===== config.mk =====
export PLATFORM = sky130hd
export DESIGN_NAME = aq_axis_sync_fifo
export DESIGN_NICKNAME = d
export VERILOG_FILES = /design/src/rtl/aq_axis_fifo_pkg.sv /design/src/rtl/aq_axis_fifo_ram.sv /design/src/rtl/aq_axis_sync_fifo.sv
export SDC_FILE = /design/constraint.sdc
export NUM_CORES = 1
export LEC_CHECK = 0
export ABC_CLOCK_PERIOD_IN_PS = 13200
export CAP_MARGIN = 20
export CORE_MARGIN = 2
export CORE_UTILIZATION = 50
export DETAILED_ROUTE_END_ITERATION = 8
export PLACE_DENSITY = 0.72
export SYNTH_ARGS = -nofsm -noshare
export SYNTH_HDL_FRONTEND = slang
export SYNTH_SLANG_ARGS = --single-unit

===== constraint.sdc =====
create_clock -name ACLK -period 13.2 [get_ports ACLK]
set_input_delay 3.96 -clock ACLK [delete_from_list [all_inputs] [get_ports ACLK]]
set_output_delay 3.96 -clock ACLK [all_outputs]
set_load 0.01 [all_outputs]

===== src/rtl/aq_axis_fifo_pkg.sv =====
// Shared constants and helpers for the AXI4-Stream synchronous FIFO.
package aq_axis_fifo_pkg;

  // Number of FIFO entries for a given address width.
  function automatic int unsigned fifo_entries(input int unsigned depth);
    return 32'd1 << depth;
  endfunction

endpackage


===== src/rtl/aq_axis_fifo_ram.sv =====
// Simple dual-port storage array: synchronous write, asynchronous read.
import aq_axis_fifo_pkg::*;

module aq_axis_fifo_ram #(
  parameter int unsigned ADDR_W = 4,
  parameter int unsigned DATA_W = 33
) (
  input  logic              clk_i,
  input  logic              we_i,
  input  logic [ADDR_W-1:0] waddr_i,
  input  logic [DATA_W-1:0] wdata_i,
  input  logic [ADDR_W-1:0] raddr_i,
  output logic [DATA_W-1:0] rdata_o
);

  localparam int unsigned DEPTH = fifo_entries(ADDR_W);

  logic [DATA_W-1:0] mem_q [DEPTH];

  // Contents are deliberately left unreset so the array maps onto RAM.
  always_ff @(posedge clk_i) begin
    if (we_i) begin
      mem_q[waddr_i] <= wdata_i;
    end
  end

  assign rdata_o = mem_q[raddr_i];

endmodule


===== src/rtl/aq_axis_sync_fifo.sv =====
// Single-clock AXI4-Stream FIFO with first-word-fall-through output and
// programmable almost-full / almost-empty flags.
import aq_axis_fifo_pkg::*;

module aq_axis_sync_fifo #(
  parameter int unsigned FIFO_DEPTH = 4,
  parameter int unsigned FIFO_WIDTH = 32
) (
  input  logic                  ACLK,
  input  logic                  RST_N,

  input  logic                  S_AXIS_TVALID,
  output logic                  S_AXIS_TREADY,
  input  logic                  S_AXIS_TLAST,
  input  logic [FIFO_WIDTH-1:0] S_AXIS_TDATA,
  output logic                  FIFO_WR_FULL,
  output logic                  FIFO_WR_ALM_FULL,
  input  logic [FIFO_DEPTH:0]   FIFO_WR_ALM_COUNT,

  output logic                  M_AXIS_TVALID,
  input  logic                  M_AXIS_TREADY,
  output logic [FIFO_WIDTH-1:0] M_AXIS_TDATA,
  output logic                  M_AXIS_TLAST,
  output logic                  FIFO_RD_EMPTY,
  output logic                  FIFO_RD_ALM_EMPTY,
  input  logic [FIFO_DEPTH:0]   FIFO_RD_ALM_COUNT
);

  localparam int unsigned             N       = fifo_entries(FIFO_DEPTH);
  localparam logic [FIFO_DEPTH:0]     N_CNT   = N[FIFO_DEPTH:0];
  localparam logic [FIFO_DEPTH:0]     CNT_ONE = {{FIFO_DEPTH{1'b0}}, 1'b1};
  localparam logic [FIFO_DEPTH-1:0]   PTR_ONE = {{(FIFO_DEPTH-1){1'b0}}, 1'b1};

  logic [FIFO_DEPTH-1:0] wr_ptr_q, wr_ptr_d;
  logic [FIFO_DEPTH-1:0] rd_ptr_q, rd_ptr_d;
  logic [FIFO_DEPTH:0]   count_q,  count_d;

  logic                  wr_en;
  logic                  rd_en;
  logic [FIFO_WIDTH:0]   ram_wdata;
  logic [FIFO_WIDTH:0]   ram_rdata;
  logic [FIFO_DEPTH+1:0] alm_full_thresh;

  assign wr_en = S_AXIS_TVALID & ~FIFO_WR_FULL;
  assign rd_en = M_AXIS_TREADY & ~FIFO_RD_EMPTY;

  always_comb begin
    wr_ptr_d = wr_ptr_q;
    rd_ptr_d = rd_ptr_q;
    count_d  = count_q;
    if (wr_en) begin
      wr_ptr_d = wr_ptr_q + PTR_ONE;
    end
    if (rd_en) begin
      rd_ptr_d = rd_ptr_q + PTR_ONE;
    end
    unique case ({wr_en, rd_en})
      2'b10:   count_d = count_q + CNT_ONE;
      2'b01:   count_d = count_q - CNT_ONE;
      default: count_d = count_q;
    endcase
  end

  always_ff @(posedge ACLK or negedge RST_N) begin
    if (!RST_N) begin
      wr_ptr_q <= '0;
      rd_ptr_q <= '0;
      count_q  <= '0;
    end else begin
      wr_ptr_q <= wr_ptr_d;
      rd_ptr_q <= rd_ptr_d;
      count_q  <= count_d;
    end
  end

  assign ram_wdata = {S_AXIS_TLAST, S_AXIS_TDATA};

  aq_axis_fifo_ram #(
    .ADDR_W (FIFO_DEPTH),
    .DATA_W (FIFO_WIDTH + 1)
  ) u_ram (
    .clk_i   (ACLK),
    .we_i    (wr_en),
    .waddr_i (wr_ptr_q),
    .wdata_i (ram_wdata),
    .raddr_i (rd_ptr_q),
    .rdata_o (ram_rdata)
  );

  assign M_AXIS_TDATA = ram_rdata[FIFO_WIDTH-1:0];
  assign M_AXIS_TLAST = ram_rdata[FIFO_WIDTH];

  assign FIFO_WR_FULL  = (count_q == N_CNT);
  assign FIFO_RD_EMPTY = (count_q == '0);
  assign S_AXIS_TREADY = ~FIFO_WR_FULL;
  assign M_AXIS_TVALID = ~FIFO_RD_EMPTY;

  // Threshold is formed one bit wider so a margin above N wraps negative;
  // that case is forced high explicitly rather than relying on the compare.
  assign alm_full_thresh  = {1'b0, N_CNT} - {1'b0, FIFO_WR_ALM_COUNT};
  assign FIFO_WR_ALM_FULL = (FIFO_WR_ALM_COUNT > N_CNT) |
                            ({1'b0, count_q} >= alm_full_thresh);
  assign FIFO_RD_ALM_EMPTY = (count_q <= FIFO_RD_ALM_COUNT);

endmodule


Yosys cells after proc, flatten, opt, wreduce, memory -nomap -nowiden. Memory sizes are Yosys's and may differ from the RTL's. Cells that the tools add are included.

Register bits after elaboration: 13. Bits in latches: 0. Bits in writable memories: 528. Bits in read-only memories: 0. Input port bits: 47. Output and inout bits: 39. Word-level logic and storage cells: 25. Memories: 1.

$add $sub $neg: 5. $mul: 0. Div/mod/pow operators: 0. Order comparisons: 3. Equal/unequal tests: 3. Shift-type cells: 0. Muxes and demuxes: 3. Bitwise operators: 5. Reductions and logical operators: 2.

Memories: u_ram.mem_q (depth 16, width 33, rd ports 1, clocked after Yosys merged registers in 0, wr ports 1, line aq_axis_fifo_ram.sv:18) `logic [DATA_W-1:0] mem_q [DEPTH];`.

Operator list (count): $pmux 5 s2 (1); $add 4x1->4 const B (2); $ge 5x6->1 (1); $sub 5x5->6 const A (1); $add 5x1->5 const B (1); $eq 5x5->1 const B (1); $gt 5x5->1 const B (1); $le 5x5->1 (1); $logic_not 5->1 (1); $sub 5x1->5 const B (1); $and 1x1->1 (2); $eq 2x1->1 const B (1); $eq 2x2->1 const B (1); $mux 1 (2); $not 1->1 (2); $reduce_bool 2->1 (1); $or 1x1->1 (1).

Logic depth before layout (Yosys ltp).
Word-level depth: 5. Depth in mapped cells: 10. Gate-level depth less buffers: 10.

Hierarchy. From an unflattened synthesis, not the netlist that was laid out.

Cells, all modules: 939. Area total of the unflattened synthesis: 21012.7 µm².

Modules (own cells, without submodules): aq_axis_fifo_ram (instances 1, cells each 831, area an instance 19970.4 µm², seq. area each 15855.2 µm²); aq_axis_sync_fifo (instances 1, cells each 108, area an instance 1042.2 µm², seq. area each 325.3 µm²).

Worst setup path after synthesis. OpenSTA, ideal clock, no wires.

Path kind: input to output. Start: input port FIFO_WR_ALM_COUNT[0]. End: output port FIFO_WR_ALM_FULL. Data arrival time: 5.125 ns. Required time: 9.240 ns. Path slack: 4.115 ns. Stages: 8. Buffers on the path: 0. Path through: inv_1 ha_1 xor2_1 ha_1 nand2_1 o21ai_0 a21oi_1 o21ai_0.

Longest elaborated chain between the ends: 3. Elaborated cells between the ends (all ways): 4. Those cells by class: add/sub: 1; order compare: 2; bitwise: 1.

RTL lines: from (decl) (line aq_axis_sync_fifo.sv:18) `input logic [FIFO_DEPTH:0] FIFO_WR_ALM_COUNT,`; $sub 5x5->6 (line aq_axis_sync_fifo.sv:100) `assign alm_full_thresh = {1'b0, N_CNT} - {1'b0, FIFO_WR_ALM_COUNT};`; $ge 5x6->1 (line aq_axis_sync_fifo.sv:102) `({1'b0, count_q} >= alm_full_thresh);`; $or 1x1->1 (*) (line aq_axis_sync_fifo.sv:101) `assign FIFO_WR_ALM_FULL = (FIFO_WR_ALM_COUNT > N_CNT) |`; to (decl) (line aq_axis_sync_fifo.sv:17) `output logic FIFO_WR_ALM_FULL,`.

Mark *: on every way between the ends. The rest lies on a longest branch, timed or not.

Final worst setup path. Same ends and word-level chain as after synthesis.

==> metrics.md <==
| Metric | Value |
|---|---|
| Outcome | `finished clean` |
| Worst Clk Skew | `around 0.0090 ns` |
| Vias in the first global route | `between 10000 and 15000` |
| Area of the multi-input gates | `around 4500 sq um` |
| Remaining DRCs | `0` |
| GR Util All Layers | `0.205` |
| First DRT Iteration DRCs | `911` |
| Hold Path Class | `register to register` |
| Cell area after synthesis | `about 21000 sq um` |
| Final total power | `5.19 mW` |
| Ant. Diodes | `0` |
| Design area | `around 24000 sq um` |
| Max Root-Sink Buffers | `3` |
| # fillers | `approximately 3000` |
| Number of flops mapped to enable cells by yosys | `between 500 and 600` |
| Worst setup EP type | `output pin` |
| Top FF cell, synth | `edfxtp_1` |
| Post-route ant nets | `0` |
| RSZ-0062 raised after global routing | `false` |
| Crit start category | `input port` |
| Worst vdd ir | `between 0.2 and 0.25 mV` |
| Sequential Area | `16200 sq um` |
| Postcts setup bufs | `0` |
| FP Rows | `74` |
| CTS sink count | `between 500 and 600` |
| Dpl hpwl | `between 20000 and 25000 um` |
| Crit share post-route | `0.768` |
| Leakage | `slightly below 8 nW` |
| Syn. warnings | `0` |
| Via count | `a little under 10000` |
| Hold WS | `0.569 ns` |
| Clock Pin Slew Worst Setup and Hold Paths | `0.06 ns` |
| Endpoints failing hold | `0` |
| Netlist cell types | `37` |
| Max_cap viols | `0` |
| IO Pins | `86` |
| First-pass GRT wire length | `~65000 um` |
| Crit Path Class | `input port to output pin` |
| Pin count of the biggest net entering global routing | `about 100` |
| Buffers on Ports | `85` |
| Setup ws final | `roughly 3.1 ns` |
| Commonest non-fill, non-tap cell in the layout | `edfxtp_1` |
| Share of cells above drive strength 1 | `0.232` |
| Hold-fix buffers, CTS | `0` |
| Syn Nets | `between 1000 and 1500` |
| Chip Height | `209 um` |
| Post-place setup slack | `3.05 ns` |
| Placed cells | `around 1500` |
| Clock Latency Late Sink | `0.56 ns` |
| Nets | `1131` |
| CP Data Required Time | `between 9 and 10 ns` |
| Synth Instances | `947` |
| Fmax achieved | `roughly 100 MHz` |
| Antenna violations before repair | `2` |
| Overflow after GRT | `0` |
| DP Area | `approximately 22000 sq um` |
| Seq/Total Area, Yosys | `0.773` |
| Final count of pins violating max slew | `0` |
| Setup tns final | `0 ns` |
| Post-route non-filler standard cell count | `between 1500 and 2000` |
| Slew headroom | `0.256` |
| Power density over the cells | `roughly 210 nW/um^2` |
| Final setup viols | `0` |
| CTS buffer count | `52` |
| Die area | `43500 sq um` |
| Pre-Repair DR Iteration Count | `5` |
| Root buf cell | `clkbuf_16` |
| Post_cts resized | `0` |
| Area grow syn2layout | `15.6%` |
| Largest fanout on the critical path | `4` |
| Min cycle time layout | `between 10 and 15 ns` |
| Core area | `about 40000 sq um` |
| Most frequent cells in the layout | `528 x edfxtp_1, 129 x mux4_2, 85 x clkdlybuf4s50_1, 67 x a22oi_1, 53 x clkbuf_16` |
| Die Width | `~210 um` |
| WP data arrival | `6.18 ns` |
| Worst-Margin Slew | `~1.1 ns` |
| CTS tree | `done` |
| Fin util | `0.588` |
| Async SR Flop Fraction | `0.0240` |
| # H-tree levels | `2` |
| Mean post-synth cell area | `roughly 22 sq um` |
| #FFs+latches synth | `roughly 540` |
| DRT Wirelength | `43900 um` |
| Starting Density | `0.509` |
| RD Place Congestion | `0.739` |
| DR WL/cell | `26.8 um` |
| Vias per inst | `between 6 and 7` |
[registers in the layout (all words and copies together), names as in the netlist]
signal,count
rd_ptr_q,4
u_ram.mem_q,528
wr_ptr_q,4
count_q,5
[worst paths after layout]
path | from | end | slack [ns] | cells past startpoint
hold reg to reg | count_q[0] | count_q[0] | 0.57 | 1
max in group asynchronous | RST_N | rd_ptr_q[0] | 8.95 | 1
min in group asynchronous | RST_N | count_q[2] | 3.79 | 1
hold / removal | count_q[0] | count_q[0] | 0.57 | 1
setup / recovery | FIFO_WR_ALM_COUNT[0] | FIFO_WR_ALM_FULL | 3.06 | 10
setup reg to reg | count_q[1] | count_q[4] | 9.77 | 10
[routing by layer]
layer | vias up | track usage | part of all wire
met5 | - | 0 | 0.00052
met1 | 5246 | 0.279 | 0.41
li1 | 4212 | - | -
met3 | 67 | 0.0400 | 0.064
met4 | 4 | 0.0601 | 0.022
met2 | 367 | 0.342 | 0.50
[synth_stat cells, types with 2 or more instances]
| library cell | n | area share |
|---|---|---|
| buf_2 | 13 | 0.0031 |
| nor3_1 | 3 | 0.00072 |
| o21ai_0 | 8 | 0.0019 |
| mux4_2 | 129 | 0.14 |
| nor3b_1 | 3 | 0.0011 |
| nor2b_1 | 5 | 0.0015 |
| and2_1 | 9 | 0.0027 |
| xnor2_1 | 6 | 0.0025 |
| edfxtp_1 | 528 | 0.76 |
| nor2_1 | 8 | 0.0014 |
| dfrtp_1 | 13 | 0.016 |
| buf_1 | 3 | 0.00054 |
| a22oi_1 | 67 | 0.024 |
| inv_1 | 20 | 0.0036 |
| nor4_1 | 4 | 0.0012 |
| buf_6 | 7 | 0.0038 |
| nand4_1 | 3 | 0.00090 |
| clkbuf_1 | 24 | 0.0043 |
| nand2_1 | 45 | 0.0081 |
| xor2_1 | 6 | 0.0025 |
| a21o_1 | 2 | 0.00072 |
| mux4_1 | 3 | 0.0038 |
| ha_1 | 20 | 0.012 |
| a21oi_1 | 3 | 0.00072 |
| mux2_2 | 2 | 0.0011 |
| o21a_1 | 2 | 0.00072 |
[area by class of cell]
| type | count | share of cell area |
|---|---|---|
| Clock buffer | 67 | 0.0587 |
| Clock inverter | 28 | 0.0110 |
| Inverter | 20 | 0.00310 |
| Multi-Input combinational cell | 338 | 0.186 |
| Sequential cell | 541 | 0.669 |
| Tap cell | 532 | 0.0275 |
| Timing Repair Buffer | 110 | 0.0443 |
[critical path: stages]
cell and delay [ns]:
clkdlybuf4s50_1 0.52, inv_1 0.06, ha_1 0.22, xor2_1 0.15, ha_1 0.30, nand2_1 0.05, o21ai_0 0.14, a21oi_1 0.08
o21ai_0 0.14, clkdlybuf4s50_1 0.56
[where the power goes]
part           internal, mW  switching [mW]
sequential             2.07           0.122
combinational         0.753           0.785
clock                 0.853           0.602
total                  3.68            1.51
[kinds of logic (layout without fill, tap and decap cells)]
kind of cell,after synthesis,in the layout,synth area share
DFF,541,541,0.773
muxes,135,135,0.144
AOI/OAI and AO/OA,86,86,0.0298
and+or+nand+nor,84,84,0.0191
buffers and inverters,68,225,0.0160
adders and majority gates,21,21,0.0129
xor gates and xnor gates,12,12,0.00502
No activity file was read; power rests on OpenSTA's default activity.
